## src/rtl/registrador_16b_if.sv

```systemverilog
// Bus bundle for the parallel-load datapath register: load request in, stored word and status out.
interface registrador_16b_if #(
    parameter int unsigned WIDTH = 16
) ();
    logic [WIDTH-1:0] entrada;
    logic             load;
    logic [WIDTH-1:0] saida;
    logic             zero;
    logic             carregado;

    modport master (
        output entrada,
        output load,
        input  saida,
        input  zero,
        input  carregado
    );

    modport slave (
        input  entrada,
        input  load,
        output saida,
        output zero,
        output carregado
    );
endinterface

```

## src/rtl/registrador_16b.sv

```systemverilog
// General-purpose parallel-load register with zero flag and one-cycle load-done pulse.
module registrador_16b #(
    parameter int unsigned     WIDTH       = 16,
    parameter logic [WIDTH-1:0] RESET_VALUE = '0
) (
    input logic               clk,
    input logic               rst_n,
    registrador_16b_if.slave  bus
);
    logic [WIDTH-1:0] saida_q;
    logic             carregado_q;

    // Storage and load-done flag; reset wins over load.
    always_ff @(posedge clk or negedge rst_n) begin
        if (!rst_n) begin
            saida_q     <= RESET_VALUE;
            carregado_q <= 1'b0;
        end else begin
            if (bus.load) begin
                saida_q <= bus.entrada;
            end
            carregado_q <= bus.load;
        end
    end

    assign bus.saida     = saida_q;
    assign bus.carregado = carregado_q;
    // Zero flag decodes only the stored word, never entrada.
    assign bus.zero      = (saida_q == WIDTH'(0));
endmodule

```

## src/flat_wrapper.sv

```systemverilog
// flat-port wrapper written by rule: the top's interface ports become plain ports
module registrador_16b_flat 
#(
    parameter int unsigned     WIDTH       = 16,
    parameter logic [WIDTH-1:0] RESET_VALUE = '0
)
  (clk, rst_n, bus_entrada, bus_load, bus_saida, bus_zero, bus_carregado);
  registrador_16b_if #(.WIDTH(WIDTH)) bus_i ();
  input logic clk;
  input logic rst_n;
  input wire logic [$bits(bus_i.entrada)-1:0] bus_entrada;
  input wire logic [$bits(bus_i.load)-1:0] bus_load;
  output wire logic [$bits(bus_i.saida)-1:0] bus_saida;
  output wire logic [$bits(bus_i.zero)-1:0] bus_zero;
  output wire logic [$bits(bus_i.carregado)-1:0] bus_carregado;
  assign bus_i.entrada = bus_entrada;
  assign bus_i.load = bus_load;
  assign bus_saida = bus_i.saida;
  assign bus_zero = bus_i.zero;
  assign bus_carregado = bus_i.carregado;
  registrador_16b #(.WIDTH(WIDTH), .RESET_VALUE(RESET_VALUE)) u_core (.clk(clk), .rst_n(rst_n), .bus(bus_i));
endmodule
```

## config.mk

```make
export PLATFORM = sky130hd
export DESIGN_NAME = registrador_16b_flat
export DESIGN_NICKNAME = d
export VERILOG_FILES = /design/src/rtl/registrador_16b_if.sv /design/src/rtl/registrador_16b.sv /design/src/flat_wrapper.sv
export SDC_FILE = /design/constraint.sdc
export NUM_CORES = 1
export LEC_CHECK = 0
export CAP_MARGIN = 10
export CORE_MARGIN = 2
export CORE_UTILIZATION = 37
export CTS_CLUSTER_DIAMETER = 50
export DETAILED_ROUTE_END_ITERATION = 10
export PLACE_DENSITY = 0.76
export SLEW_MARGIN = 20
export SYNTH_ARGS = -nofsm -noshare
export SYNTH_HDL_FRONTEND = slang
export SYNTH_SLANG_ARGS = --single-unit
```

## constraint.sdc

```tcl
create_clock -name clk -period 1.4 [get_ports clk]
set_clock_uncertainty 0.15 [all_clocks]
set_input_delay 0.14 -clock clk [delete_from_list [all_inputs] [get_ports clk]]
set_output_delay 0.14 -clock clk [all_outputs]
set_load 0.01 [all_outputs]
```

==> results of run 1 <==
metal layers:
| layer | GRT usage [%] | vias to the layer above | wire (µm) |
|---|---|---|---|
| met4 | 6.49 | 0 | 12 |
| met1 | 19.8 | 263 | 717 |
| met3 | 3.40 | 2 | 96 |
| met5 | 0 | - | 0 |
| li1 | - | 261 | - |
| met2 | 27.5 | 22 | 825 |
final timing paths:
kind | from | slack, ns | to | depth (start not counted)
worst max-delay path | u_core.bus.saida[1] | -0.20 | bus_zero | 3
worst min-delay path | rst_n | 0.03 | u_core.bus.saida[7] | 2
worst max register to register | u_core.bus.saida[8] | 0.22 | u_core.bus.saida[8] | 3
worst min register to register | u_core.bus.saida[5] | 0.41 | u_core.bus.saida[5] | 1
max in group asynchronous | rst_n | 0.89 | u_core.bus.saida[4] | 2
min in group clk | bus_entrada[2] | 0.32 | u_core.bus.saida[2] | 2
critical path, cell delays in order, from the launching register on:
cell and delay [ns]:
dfrtp_1 0.42, nor4_4 0.29, and4_1 0.20, buf_2 0.13
sequential cells by signal (all words and copies together) (netlist names):
| signal | cells |
|---|---|
| u_core.bus.saida | 16 |
| u_core.bus.carregado | 1 |
synthesized netlist by cell type:
| cell | number |
|---|---|
| dfrtp_1 | 17 |
| mux2_4 | 10 |
| mux2_2 | 6 |
| nor4_1 | 4 |
| and4_1 | 1 |
| buf_12 | 1 |
| buf_6 | 1 |
placed cells by master (no fill, tap or decap), drive strengths merged:
master / instances
buf: 22
clkdlybuf4s50: 18
dfrtp: 17
mux2: 16
clkbuf: 8
clkdlybuf4s15: 7
nor4: 4
dlygate4sd2: 3
and4: 1
clkinv: 1
layout make-up:
type	count	area, µm²	area share [%]
well taps	25	31.3	2.51
flip-flops and latches	17	425	34.2
clock buffers	3	22.5	1.81
repair buffers	55	488	39.2
multi-input cells	21	273	21.9
clock inverters	1	5.00	0.402
report_power, final:
part / leakage (µW) / total, µW / internal, µW / switching, µW
logic: 0.000368 / 336 / 224 / 112
clock network: 0.0000177 / 249 / 106 / 143
registers: 0.000199 / 575 / 539 / 36.8
total: 0.000584 / 1160 / 868 / 292
cell families (layout without fill, tap and decap cells):
logic type	count (synthesis)	after routing	synth area share, %
buffers and inverters	2	59	4.42
flip-flops	17	17	60.1
multiplexers	16	16	30.7
AND/OR/NAND/NOR	5	5	4.77
through the flow:
stage / hold WS [ns] / instance area, µm² / worst slack [ns]
2_1_floorplan: -0.306 / 708 / 0.207
3_3_place_gp: 0.330 / 1200 / -0.322
3_5_place_dp: 0.334 / 1200 / -0.343
4_1_cts: 0.0265 / 1220 / -0.206
5_1_grt: 0.0268 / 1240 / -0.292
6_report: 0.0279 / 1240 / -0.204
what timing repair did:
item	4_1_cts	5_1_grt
setup endpoints to repair	18	14
endpoints found under the hold margin	0	0
setup buffers	0	5
resized for setup	25	25
pin swaps	3	0
==> qor.txt, run 1 <==
status: finished with violations
failing checks: setup timing
filler cell count: 141
crit path launch type: flop
Core Area: 1760 µm²
Clock Path Buffers: 2
syn_nets: 59
Final min period: 1.60 ns
unrepaired setup endpoints after global routing: true
Syn Area/Cell: 17.7 µm²
largest net degree at the start of global routing: 18
yosys warns: 0
Initial Utilization: 40.1%
Gate Count Post-Synth: 40
aggregate global routing overflow: 0
clock-pin slew on the worst setup and hold paths: 0.09 ns
Yosys cell types: 7
Fin. Hold Viols: 0
post-synth top area share: 60.1%
total CTS buffers: 3
share of cells above drive strength 1: 50.5%
LEAKAGE: 0.000584 µW
Slew headroom: 84.3%
full die area: 2280 µm²
MaxCap Viol Count: 0
first-pass GRT wire length: 2460 µm
area of the mapped netlist: 708 µm²
post-route ant nets: 0
Inst Count DP: 115
FF+latch count, synth: 17
worst hold path class: input port to async pin
worst setup path class: flop to output pin
DR pass1 iterations: 3
critical path peak fanout: 2
H-tree Lvls: 1
Post-Route WL: 1650 µm
Peak VDD IR: 655 µV
Pins Over Slew Limit: 0
final setup margin: -0.204 ns
hold_buf cts: 0
Area contributors post-synth: dfrtp_1, mux2_4, mux2_2
setup_tns: -0.204 ns
Finished Layout Cells: 122
Seq/Total Area, Yosys: 60.1%
DRC: 0
GRT Total Usage: 16.1%
wire length per cell: 13.5 µm
IO Count: 37
Data arrival, critical path: 1.31 ns
Die W: 47.8 µm
clk root buf: clkbuf_4
ant diodes: 0
endpoint class of the critical path: output pin
CTS tree: done
Via density: 4.49
worst-margin pin slew: 0.234 ns
CTS Sinks: 17
vias post-DR: 548
final estimated routing congestion in global placement: 0.711
Rows: 15
Final Power: 1160 µW
Fmax: 0.623 GHz
vias in the first global route: 560
Final Cycle Share: 115%
nets@finish: 117
Req. time, crit path: 1.11 ns
area grow syn2layout: 75.8%
Die Ht: 47.8 µm
initial antenna violation count: 0
cell taking the most area after synthesis: dfrtp_1
P per Cell Area: 932 nW/µm²
clk_lat worst skew: 0.28 ns
Final setup viols: 1
First DRT Iteration DRCs: 5
I/O Buffers: 36
post-layout util: 70.6%
Note: power is estimated with default switching activity, not from simulation.
==> run 2: changes to the inputs <==
- CORE_UTILIZATION: 37 -> 31
- PLACE_DENSITY: 0.76 -> 0.65
==> run 2 against run 1 <==
  * Sequential share of layout area shrank 0.24 points
  * Critical path depth is the same
  * Final cell count increased by 4.9%
  * The run still ends with setup timing left
  * Global-route usage fell by 3.6 points
  * Utilization decreased by 13 points
  * Non-clock buffer count grew 3
==> qor.txt, run 2 (synthesis gave the netlist of run 1 again) <==
initial antenna violation count: 0
total CTS buffers: 3
MaxCap Viol Count: 0
commonest non-fill, non-tap cell in the layout: buf_4
filler cell count: 190
commonest non-fill, non-tap cells in the layout: buf_4, clkdlybuf4s50_1, dfrtp_1, mux2_4
clk_lat worst skew: 0.29 ns
unrepaired setup endpoints after global routing: true
Core Area: 2190 µm²
worst setup path class: flop to output pin
Clock Path Buffers: 2
worst-margin pin slew: 0.218 ns
vias post-DR: 557
first-pass GRT wire length: 2440 µm
clk root buf: clkbuf_4
final estimated routing congestion in global placement: 0.688
aggregate global routing overflow: 0
Post-Route WL: 1580 µm
I/O Buffers: 36
full die area: 2680 µm²
status: finished with violations
post-route ant nets: 0
Fin. Hold Viols: 0
worst hold slack: 0.0129 ns
Rows: 17
reg2reg setup slack: 0.23 ns
share of cells above drive strength 1: 55.0%
LEAKAGE: 0.000592 µW
final setup margin: -0.186 ns
DP HPWL: 1120 µm
Largest register FFs: 16
Pins Over Slew Limit: 0
H-tree Lvls: 1
area grow syn2layout: 77.0%
start of the worst register-to-register path: u_core.bus.saida[9]
Via density: 4.35
critical path peak fanout: 2
Final setup viols: 1
delay of the slowest critical-path stage: 0.42 ns
CTS Sinks: 17
Final Cycle Share: 113%
Die Ht: 51.8 µm
GRT Total Usage: 12.5%
Final Power: 1180 µW
endpoint class of the critical path: output pin
ant diodes: 0
Die W: 51.8 µm
hold_buf cts: 0
post-layout util: 57.2%
P per Cell Area: 937 nW/µm²
Post-Place Worst Slack: -0.347 ns
Final min period: 1.59 ns
First DRT Iteration DRCs: 3
Worst R2R End: u_core.bus.saida[9]
vias in the first global route: 556
DRC: 0
worst hold path class: input port to async pin
DR pass1 iterations: 4
Peak VDD IR: 578 µV
setup_tns: -0.186 ns
cell chain of the critical path: nor4_2 > and4_1 > buf_2
largest net degree at the start of global routing: 18
clock-pin slew on the worst setup and hold paths: 0.11 ns
nets@finish: 120
crit path launch type: flop
Fmax: 0.630 GHz
Req. time, crit path: 1.11 ns
CTS tree: done
Slew headroom: 85.3%
wire length per cell: 12.4 µm
CP max-delay cell: dfrtp_1
Initial Utilization: 32.3%
failing checks: setup timing
Data arrival, critical path: 1.30 ns
IO Count: 37
r2r worst-path depth: 3
run 2: timing repair:
action / CTS / global route
buffers inserted: 0 / 5
pin swaps: 2 / 0
gates resized for setup: 28 / 29
endpoints found under the setup margin: 18 / 15
run 2: metal layers:
layer,track usage (%),wire length (µm)
met4,3.95,8
met1,16.6,704
met2,19.2,752
met5,0,0
met3,4.02,115
run 2: critical path: cells and delay by family, from the launching register on:
family / cells / cell delay (ns)
buffers and inverters: 1 / 0.12
flip-flops: 1 / 0.42
AND/OR/NAND/NOR: 2 / 0.47
run 2: final cells by class:
| class | count | area (µm²) | area share, % |
|---|---|---|---|
| repair buffers | 58 | 499 | 39.8 |
| flip-flops and latches | 17 | 425 | 33.9 |
| multi-input cells | 21 | 264 | 21.1 |
| well taps | 28 | 35.0 | 2.79 |
| clock buffers | 3 | 22.5 | 1.80 |
| clock inverters | 1 | 7.51 | 0.599 |
run 2: per-stage QoR:
stage | cell area (µm²) | cells
after floorplan | 708 | 40
after global placement | 1200 | 119
after detailed placement | 1200 | 119
after CTS | 1220 | 123
after global routing | 1250 | 128
final | 1250 | 128
run 2: report_power, final:
part / internal, µW / switching (µW)
sequential: 539 / 31.9
combinational: 231 / 111
clock: 108 / 154
total: 878 / 297
run 2: how the worst max path moves through the flow:
stage	from	endpoint	slack (ns)	cells past startpoint
5_1_grt	u_core.bus.saida[1]	bus_zero	-0.26	3
6_report	u_core.bus.saida[3]	bus_zero	-0.19	3
2_1_floorplan	u_core.bus.saida[6]	bus_zero	0.21	2
3_3_place_gp	u_core.bus.saida[14]	bus_zero	-0.35	3
3_5_place_dp	u_core.bus.saida[14]	bus_zero	-0.35	3
4_1_cts	u_core.bus.saida[1]	bus_zero	-0.22	3
==> run 3: changes to the inputs <==
- CTS_CLUSTER_SIZE: unset -> 10
==> results of run 3 <==
No change in the layout: final DEF, timing and power equal those of run 2.
